**config.mk**
```make
export PLATFORM = sky130hd
export DESIGN_NAME = layer_out_serializer
export DESIGN_NICKNAME = d
export VERILOG_FILES = /design/src/rtl/layer_out_serializer_pkg.sv /design/src/rtl/layer_out_serializer.sv
export SDC_FILE = /design/constraint.sdc
export NUM_CORES = 1
export LEC_CHECK = 0
export ABC_AREA = 1
export CAP_MARGIN = 40
export CORE_ASPECT_RATIO = 0.5
export CORE_UTILIZATION = 50
export DETAILED_ROUTE_END_ITERATION = 10
export DONT_BUFFER_PORTS = 1
export PLACE_DENSITY_LB_ADDON = 0.15
export SYNTH_ARGS = -nofsm -noshare
export SYNTH_HDL_FRONTEND = slang
export SYNTH_SLANG_ARGS = --single-unit
```
**constraint.sdc**
```tcl
create_clock -name clk -period 7.51 [get_ports clk]
set_input_delay 1.8775 -clock clk [delete_from_list [all_inputs] [get_ports clk]]
set_output_delay 1.8775 -clock clk [all_outputs]
set_load 0.005 [all_outputs]
```
**src/rtl/layer_out_serializer_pkg.sv**
```systemverilog
// Shared types and helpers for the layer output serializer.
// Imported by the serializer top.
package layer_out_serializer_pkg;

    typedef enum logic {
        IDLE  = 1'b0,
        SHIFT = 1'b1
    } ser_state_t;

    // Word counter width; a one-neuron layer still needs a 1-bit counter.
    function automatic int cnt_width(input int n);
        return (n > 1) ? $clog2(n) : 1;
    endfunction

endpackage

```
**src/rtl/layer_out_serializer.sv**
```systemverilog
// Captures one layer's parallel activations and streams them one word per cycle
// to the next layer, with frame-last, busy, overrun and valid-skew reporting.
module layer_out_serializer
    import layer_out_serializer_pkg::*;
#(
    parameter int numNeuron = 10,
    parameter int dataWidth = 16
) (
    input  logic                           clk,
    input  logic                           rst,
    input  logic [numNeuron*dataWidth-1:0] neuron_out,
    input  logic [numNeuron-1:0]           neuron_outvalid,
    output logic [dataWidth-1:0]           data_out,
    output logic                           data_out_valid,
    output logic                           data_out_last,
    output logic                           busy,
    output logic                           overrun_err,
    output logic                           skew_err
);

    localparam int                CNT_W    = cnt_width(numNeuron);
    localparam logic [CNT_W-1:0]  LAST_IDX = CNT_W'(numNeuron - 1);

    ser_state_t                         state_q, state_d;
    logic [CNT_W-1:0]                   count_q, count_d;
    logic [numNeuron*dataWidth-1:0]     buffer_q, buffer_d;
    logic [dataWidth-1:0]               data_q, data_d;
    logic                               valid_q, valid_d;
    logic                               last_q, last_d;
    logic                               overrun_q, overrun_d;
    logic                               skew_q, skew_d;

    logic trigger;
    logic skew_now;
    logic at_last;

    assign trigger  = neuron_outvalid[0];
    assign skew_now = (neuron_outvalid != '0) && (neuron_outvalid != '1);
    assign at_last  = (count_q == LAST_IDX);

    always_comb begin
        // NOTE: every next-state signal gets a default first so no path infers a latch.
        state_d   = state_q;
        count_d   = count_q;
        buffer_d  = buffer_q;
        data_d    = data_q;
        valid_d   = 1'b0;
        last_d    = 1'b0;
        overrun_d = overrun_q;
        skew_d    = skew_q | skew_now;

        case (state_q)
            IDLE: begin
                if (trigger) begin
                    buffer_d = neuron_out;
                    count_d  = '0;
                    state_d  = SHIFT;
                end
            end
            SHIFT: begin
                data_d  = buffer_q[int'(count_q)*dataWidth +: dataWidth];
                valid_d = 1'b1;
                last_d  = at_last;
                if (at_last) begin
                    count_d = '0;
                    // A trigger on the final word chains the next frame with no gap.
                    if (trigger) begin
                        buffer_d = neuron_out;
                    end else begin
                        state_d = IDLE;
                    end
                end else begin
                    count_d = count_q + 1'b1;
                    if (trigger) begin
                        overrun_d = 1'b1;
                    end
                end
            end
            default: state_d = IDLE;
        endcase
    end

    // NOTE: the capture buffer is reset as well, so a post-reset frame never sees stale words.
    always_ff @(posedge clk or posedge rst) begin
        if (rst) begin
            state_q   <= IDLE;
            count_q   <= '0;
            buffer_q  <= '0;
            data_q    <= '0;
            valid_q   <= 1'b0;
            last_q    <= 1'b0;
            overrun_q <= 1'b0;
            skew_q    <= 1'b0;
        end else begin
            state_q   <= state_d;
            count_q   <= count_d;
            buffer_q  <= buffer_d;
            data_q    <= data_d;
            valid_q   <= valid_d;
            last_q    <= last_d;
            overrun_q <= overrun_d;
            skew_q    <= skew_d;
        end
    end

    assign data_out       = data_q;
    assign data_out_valid = valid_q;
    assign data_out_last  = last_q;
    assign busy           = (state_q == SHIFT);
    assign overrun_err    = overrun_q;
    assign skew_err       = skew_q;

endmodule

```
==> metrics, run 1 <==
CP startpoint kind=flip-flop; Die W=between 150 and 200 µm; relative slew slack=43.2%; delay-heaviest family, CP=buffers and inverters; cts hold-fix bufs=0; setup violators final=0; CP max stage cell=buf_4; deepest clock path buffer count=2; initial antenna violation count=0; largest net degree at the start of global routing=131; vias in the first global route=roughly 6,200; routed wire length=roughly 22,000 µm; xor and xnor area share after synthesis=less than 1%; die footprint=between 15,000 and 20,000 µm²; Max Cap Violations=0; Worst VDD drop=~0.18 mV; Period minus WS final=~3.2 ns; WS Path Type=reg -> reg; Post-CTS Repair Setup Buffers=0; total vias in the final route=6,527; Starting Density=approximately 53%; Area Growth Syn to Fin=6.12%; yosys warns=0; WP depth=9; Antenna diodes=0; sequential area share after synthesis=around 52%; Unique masters post-synth=26; Data required, critical path=7.84 ns; layout cells sized above 1=approximately 7.5%; post-detail-place hpwl=~15,000 µm; Post-Route Skew=approximately 0.017 ns; Worst Path Buf+Inv=3; CP cell instances=clkinv_1, ha_1, nand3_4, nand2_4, nand2_8, buf_16, buf_4, nor2_1, a21oi_1; Gates resized, CTS repair=0; GP Congestion=0.907; register clock-pin slew on the reported worst setup and hold paths=~0.08 ns; total iterations of the first detailed-routing run=4; Hold WS=approximately 0.5 ns; most frequent cells in the layout=nor2_1, dfrtp_1, nand2_1; setup TNS=0 ns; vias per cell=roughly 5.2; Post-Synth Adder-Cell Area=less than 1%; most common cell after layout, fill and taps aside=nor2_1; Post-Syn Area=between 8000 and 9000 µm²; mux cell area share after synthesis=5.60%; WL/cell=around 17 µm; leading post-synthesis cells by cell area=dfrtp_1, nor2_1, a21oi_1; leakage power=0.00478 µW; root buffer cell=clkbuf_16; Port Buffers=0; Final period util=42.9%; H-Tree Depth=4; CP Max Fanout=130; Reg-to-Reg Start=count_q[1]; fraction of the mapped netlist area in simple logic gates=between 20% and 30%; area leader, netlist=dfrtp_1; CP endpoint kind=flip-flop; number of CTS-inserted buffers=17; CORE AREA=16,800 µm²; clk_lat worst skew=between 0.4 and 0.5 ns; HP Class=reg -> reg; # IOs=193; Synth Area per Inst=roughly 8.4 µm²; Worst-Margin Slew=between 0.8 and 0.9 ns; PD cells=between 400 and 500 nW/µm²; FF-to-FF setup slack=~4.3 ns; Synth Area in Compound Gates=about a tenth; GRT Util Overall=24.6%; Nets=approximately 1,200; Achievable Freq=between 0.3 and 0.4 GHz; Final Max Slew Viols=0; CP arrival=between 3 and 4 ns; crit path from=count_q[1]; hold_sp=skew_err; CP peak stage delay=about 0.64 ns; Mapped Cells=roughly 1,100; Final Hold Fails=0; top-area cell type share of the netlist area=a little over half; status=finished clean; first-pass GRT wire length=33,700 µm; Antenna Violating Nets Remaining=0; Post-Syn Nets=1,227; DR DRC count=0; r2r worst-path depth=9; FP Rows=33; CP Capture Point=buffer_q[124]; die height=~96 µm; GR Overflow Total=0; clock sinks=~190; reg2reg end=buffer_q[124]; drt initial violations=460; CTS tree=done; Synth Register Bits=185; combinational family with the most area after synthesis=simple AND/OR/NAND/NOR gates; RSZ-0062 raised after global routing=no
final cells by class:
| type | instances | area (µm²) |
|---|---|---|
| multi-input combinational | 668 | 3290 |
| clock inverter | 11 | 124 |
| sequential | 185 | 4630 |
| fill | 1592 | 7450 |
| tap | 227 | 284 |
| inverter | 136 | 520 |
| clock buffer | 20 | 447 |
| timing repair buffer | 8 | 92.6 |
layer usage:
| metal | GRT usage, % | routed length [µm] | up-vias |
|---|---|---|---|
| li1 | - | - | 3222 |
| met2 | 36.5 | 9630 | 171 |
| met1 | 35.5 | 10300 | 3126 |
| met3 | 8.42 | 1690 | 8 |
| met5 | 0 | 0 | - |
| met4 | 3.33 | 104 | 0 |
registers in the layout (all words and copies together), names as in the netlist:
name	cells
buffer_q	160
data_out	16
count_q	4
busy	1
data_out_last	1
data_out_valid	1
overrun_err	1
skew_err	1
through the flow:
stage / area (µm²) / instances / power [µW] / util (%) / setup slack, ns
6_report: 9400 / 1255 / 4230 / 55.8 / 4.29
5_1_grt: 9400 / 1255 / 4560 / 55.8 / 3.96
4_1_cts: 9400 / 1255 / 4260 / 55.8 / 4.23
3_5_place_dp: 8820 / 1224 / 3370 / 52.4 / 3.92
3_3_place_gp: 8780 / 1222 / 3310 / 52.1 / 3.82
2_1_floorplan: 8850 / 1053 / 2960 / - / 0.604
cells in the mapped netlist, drive strengths merged:
cell / count
nor3: 1
o21bai: 1
xor2: 1
nand4: 1
nor4: 2
inv: 133
buf: 51
o22ai: 3
dfrtp: 185
nand2: 153
nor2: 209
o21ai: 16
nand3: 101
xnor2: 1
a21oi: 144
mux2: 33
clkinv: 3
ha: 2
clkbuf: 13
worst min-delay path by stage:
| stage | endpoint | slack, ns | depth (start not counted) |
|---|---|---|---|
| 2_1_floorplan | data_out_valid | 0.39 | 0 |
| 6_report | skew_err | 0.50 | 2 |
| 4_1_cts | skew_err | 0.51 | 2 |
| 5_1_grt | buffer_q[129] | 0.53 | 1 |
| 3_3_place_gp | skew_err | 0.48 | 2 |
| 3_5_place_dp | skew_err | 0.48 | 2 |
worst reg2reg max path: stages (launching register included):
cell      delay (ns)
dfrtp_1         0.35
clkinv_1        0.47
ha_1            0.44
nand3_4         0.11
nand2_4         0.10
nand2_8         0.29
buf_16          0.42
buf_4           0.70
nor2_1          0.10
a21oi_1         0.16
cell families after synthesis:
family          count (synthesis)
simple gates                  467
buf+inv                       200
flops                         185
compound gates                164
mux                            33
xor+xnor                        2
fa+ha+maj                       2
power breakdown:
group | switching [µW] | internal [µW]
sequential | 234 | 1460
clock | 387 | 499
combinational | 1040 | 611
Power figures use the tool's default switching activity.
==> run 2: changes to the inputs <==
- clock period: 7.51 -> 2.7 ns (I/O delays scaled with it)
==> run 2 against run 1 <==
Against the previous run: sequential share of layout area is 0.92 points lower; routed wire length is 3.4% higher; register-to-register slack worse by 3.6 ns.
==> metrics, run 2 (synthesis gave the netlist of run 1 again) <==
DR WL met3=2090 µm (+23%); root buffer cell=clkbuf_16; # IOs=193 (unchanged); CP startpoint kind=flip-flop; number of CTS-inserted buffers=17 (unchanged); routed wire length=22,500 µm (+3.4%); first-pass GRT wire length=34,600 µm (+2.7%); die height=96.1 µm (unchanged); CP cell instances=ha_1, nand3_4, nand2_4, nand2_8, buf_12, buf_4, nor2_1, a21oi_1; Data required, critical path=3.06 ns (-4.78 ns); CTS tree=done; flip-flop count of the largest register after layout=160 (unchanged); setup violators final=0 (unchanged); vias in the first global route=6,259 (+1.2%); min setup slack post-route=0.707 ns (-3.58 ns); met1 WL=10,400 µm (+0.97%); total vias in the final route=6,626 (+1.5%); vias per cell=5.23 (+0.48%); GR Overflow Total=0 (unchanged); reg2reg end=buffer_q[34]; most frequent cells in the layout=nor2_1, dfrtp_1, nand2_1; highest metal used=met4; CORE AREA=16,800 µm² (unchanged); HP Class=in -> async; most common cell after layout, fill and taps aside=nor2_1; WL/cell=17.7 µm (+2.3%); CP arrival=2.35 ns (-1.20 ns); FF-to-FF setup slack=0.71 ns (-3.58 ns); Starting Density=52.6% (unchanged); Antenna diodes=0 (unchanged); GP Congestion=0.870 (-4.0%); Final Max Slew Viols=0 (unchanged); Final Hold Fails=0 (unchanged); Worst-Margin Slew=0.657 ns (-0.195 ns); register clock-pin slew on the reported worst setup and hold paths=0.07 ns (about the same); PD cells=1260 nW/µm² (+180%); leakage power=0.00487 µW (+1.9%); total iterations of the first detailed-routing run=5 (+1); CP Max Fanout=51 (-61%); H-Tree Depth=4 (unchanged); DR DRC count=0 (unchanged); initial antenna violation count=0 (unchanged); die footprint=18,300 µm² (unchanged); Worst VDD drop=0.620 mV (+240%); clk_lat worst skew=0.43 ns (about the same); Reg-to-Reg Start=count_q[0]; relative slew slack=56.2% (+13 points); pre-CTS WS=0.712 ns (-3.21 ns); delay-heaviest family, CP=simple AND/OR/NAND/NOR gates; Nets=1,202 (+1.0%); cts hold-fix bufs=0 (unchanged); FP Rows=33 (unchanged); Final period util=73.8% (+31 points); GRT Util Overall=25.5% (+0.87 points); Antenna Violating Nets Remaining=0 (unchanged); WS Path Type=reg -> reg; Top reg by flops=buffer_q; CP endpoint kind=flip-flop; Tot Pwr=12,100 µW (+190%); r2r worst-path depth=8 (-1); largest net degree at the start of global routing=119 (-9.2%); Max Cap Violations=0 (unchanged); clock sinks=185 (unchanged); drt initial violations=515 (+12%); CP max stage cell=dfrtp_4; Achievable Freq=0.502 GHz (+62%); CP peak stage delay=0.49 ns (-0.15 ns); Die W=190 µm (unchanged); Worst Path Buf+Inv=2 (-1); Post-Route Skew=0.0123 ns (-0.00454 ns); Period minus WS final=1.99 ns (-1.23 ns); Gates resized, CTS repair=0 (unchanged); Post-CTS Repair Setup Buffers=0 (unchanged); routed length on met2=9760 µm (+1.3%); deepest clock path buffer count=2 (unchanged); Area Growth Syn to Fin=8.14%; post-detail-place hpwl=16,000 µm (+3.9%); Port Buffers=0 (unchanged); RSZ-0062 raised after global routing=no; layout cells sized above 1=8.74% (+1.3 points); status=finished clean
run 2: cell count changes in the layout (fill, tap and decap cells not counted), sizes merged:
cell,change
buf,+12
bufinv,+1
clkbuf,-1
clkinv,+1
clkinvlp,+1
inv,-1
run 2: stage by stage:
stage	hold slack, ns	setup TNS [ns]	utilization [%]	cell area (µm²)	cells
CTS	0.121	0	56.8	9570	1268
global route	0.127	0	56.8	9570	1268
global placement	0.484	0	53.0	8930	1235
floorplan	0.391	-65.40	-	8860	1053
detailed placement	0.484	0	53.2	8960	1236
finish	0.131	0	56.8	9570	1268
run 2: routing by layer:
layer  vias up  global-route usage, %
met3        17                   8.09
met5         -                      0
met2       208                   38.2
li1       3263                      -
met1      3138                   36.0
met4         0                   6.00
run 2: layout make-up:
class	instances	area, µm²
multi-input combinational	668	3290
clock buffer	19	443
sequential	185	4630
clock inverter	13	170
tap	227	284
timing repair buffer	20	233
fill	1564	7270
inverter	136	517
run 2: worst max-delay path by stage:
stage                    start  cells after the start      endpoint
finish              count_q[0]                      8  buffer_q[34]
global route        count_q[0]                      8  buffer_q[34]
CTS                 count_q[0]                      8  buffer_q[34]
detailed placement  count_q[0]                      8  buffer_q[34]
global placement    count_q[0]                      8  buffer_q[48]
floorplan                  rst                      1   buffer_q[0]
run 2: report_power, final:
group | switching, µW | internal (µW)
clock | 1110 | 1490
sequential | 533 | 4050
combinational | 3090 | 1780
==> run 3: changes to the inputs <==
- clock period: 2.7 -> 2.1 ns (I/O delays scaled with it)
==> run 3 against run 2 <==
Against the previous run: register-to-register slack worse by 0.43 ns; largest cell class unchanged; clock-buffer cell count shrank 1; die area is the same; fmax increased by 9.3%.
==> metrics, run 3 (synthesis gave the netlist of run 1 again) <==
initial antenna violation count=0 (unchanged); DR WL met3=1780 µm (-15%); routed wire length=22,300 µm (-0.72%); Antenna Violating Nets Remaining=0 (unchanged); status=finished clean; GP Congestion=0.852 (-2.1%); Top reg by flops=buffer_q; vias per cell=5.24 (+0.27%); Area Growth Syn to Fin=9.12%; relative slew slack=55.8% (-0.38 points); Register Area=4630 µm² (unchanged); FP Rows=33 (unchanged); most common cell after layout, fill and taps aside=nor2_1; die height=96.1 µm (unchanged); Hold WS=0.100 ns (-0.0301 ns); cts hold-fix bufs=0 (unchanged); CTS tree=done; RSZ-0062 raised after global routing=no; WL/cell=17.5 µm (-1.1%); root buffer cell=clkbuf_16; setup TNS=0 ns (unchanged); drt initial violations=555 (+7.8%); Port Buffers=0 (unchanged); Final Max Slew Viols=0 (unchanged); Achievable Freq=0.549 GHz (+9.3%); Worst Path Buf+Inv=1 (-1); number of CTS-inserted buffers=17 (unchanged); Nets=1,208 (+0.50%); setup violators final=0 (unchanged); clock sinks=185 (unchanged); leakage power=0.00492 µW (+0.88%); deepest clock path buffer count=2 (unchanged); delay-heaviest family, CP=flip-flops; CP max stage cell=dfrtp_4; routed length on met2=9810 µm (+0.57%); Post-Route Skew=0.0129 ns (+0.000625 ns); GRT Util Overall=25.7% (+0.25 points); Worst-Margin Slew=0.662 ns (+0.00567 ns); Post-CTS Repair Setup Buffers=0 (unchanged); first-pass GRT wire length=35,000 µm (+1.3%); Worst VDD drop=0.696 mV (+12%); highest metal used=met4; most frequent cells in the layout=nor2_1, dfrtp_1, nand2_1; H-Tree Depth=4 (unchanged); Final Hold Fails=0 (unchanged); total iterations of the first detailed-routing run=5 (unchanged); area of the multi-input gates=3290 µm² (unchanged); # IOs=193 (unchanged); CORE AREA=16,800 µm² (unchanged); Final period util=86.8% (+13 points); number of fill cells=1,602 (+2.4%); CP peak stage delay=0.51 ns (+0.02 ns); CP Max Fanout=36 (-29%); Period minus WS final=1.82 ns (-0.170 ns); largest net degree at the start of global routing=121 (+1.7%); DR DRC count=0 (unchanged); Data required, critical path=2.41 ns (-0.65 ns); post-detail-place hpwl=16,200 µm (+1.0%); total vias in the final route=6,670 (+0.66%); CP startpoint kind=flip-flop; flip-flop count of the largest register after layout=160 (unchanged); clk_lat worst skew=0.43 ns (about the same); HP Class=in -> async; die footprint=18,300 µm² (unchanged); Inst Count DP=1,242 (+0.49%); PD cells=1610 nW/µm² (+28%); CP endpoint kind=flip-flop; Max Cap Violations=0 (unchanged); Gates resized, CTS repair=0 (unchanged); GR Overflow Total=0 (unchanged); Starting Density=52.6% (unchanged); Antenna diodes=0 (unchanged); layout cells sized above 1=9.18% (+0.44 points); WS Path Type=reg -> reg; fin cells=1,273 (+0.39%); Die W=190 µm (unchanged); CP cell instances=ha_1, nand3_4, nand2_4, nand2_8, buf_12, mux2_4; vias in the first global route=6,474 (+3.4%); met1 WL=10,500 µm (+0.69%); CP arrival=2.13 ns (-0.22 ns); register clock-pin slew on the reported worst setup and hold paths=0.07 ns (about the same)
==> run 3: changes by cell type in the layout (fill, tap and decap cells not counted) <==
cell      change
inv_6         +1
clkbuf_8      -1
buf_12        +6
buf_16        -1
buf_4         +1
clkinv_4      -1
==> run 3: report_power, final <==
group / internal (µW) / switching [µW] / leakage, µW
Combinational: 2410 / 3950 / 0.00259
Clock: 1880 / 1410 / 0.000283
Sequential: 5210 / 695 / 0.00204
==> run 3: layout make-up <==
type / instances / area share, %
Sequential cell: 185 / 48.0
Multi-Input combinational cell: 668 / 34.1
Clock inverter: 13 / 1.76
Clock buffer: 18 / 4.44
Timing Repair Buffer: 26 / 3.45
Tap cell: 227 / 2.94
Inverter: 136 / 5.35
==> run 3: stage by stage <==
stage	area [µm²]	total power (µW)	utilization, %	setup slack (ns)
after floorplan	8860	10600	-	-0.804
after global placement	9060	12100	53.8	0.336
after detailed placement	9060	12400	53.8	0.305
after CTS	9660	15700	57.3	0.280
after global routing	9660	16800	57.3	0.176
final	9660	15600	57.3	0.277
==> run 3: worst paths after layout <==
| check | startpoint | to | slack [ns] | cells past startpoint |
|---|---|---|---|---|
| min in group clk | neuron_outvalid[0] | busy | 0.22 | 2 |
| worst min-delay path | rst | buffer_q[59] | 0.10 | 2 |
| worst min register to register | skew_err | skew_err | 0.49 | 2 |
| worst max register to register | count_q[0] | buffer_q[8] | 0.28 | 6 |
| worst max-delay path | count_q[0] | buffer_q[8] | 0.28 | 6 |
| max in group asynchronous | rst | count_q[0] | 1.39 | 2 |
==> run 3: worst reg2reg max path, stage by stage, from the launching register on <==
cell and delay, ns:
dfrtp_4 0.51, ha_1 0.25, nand3_4 0.10, nand2_4 0.10, nand2_8 0.18, buf_12 0.25
mux2_4 0.33
==> run 3: layer usage <==
metal / global-route usage (%) / up-vias
met3: 7.62 / 18
met4: 5.80 / 0
li1: - / 3269
met1: 37.0 / 3197
met2: 38.4 / 186
met5: 0 / -
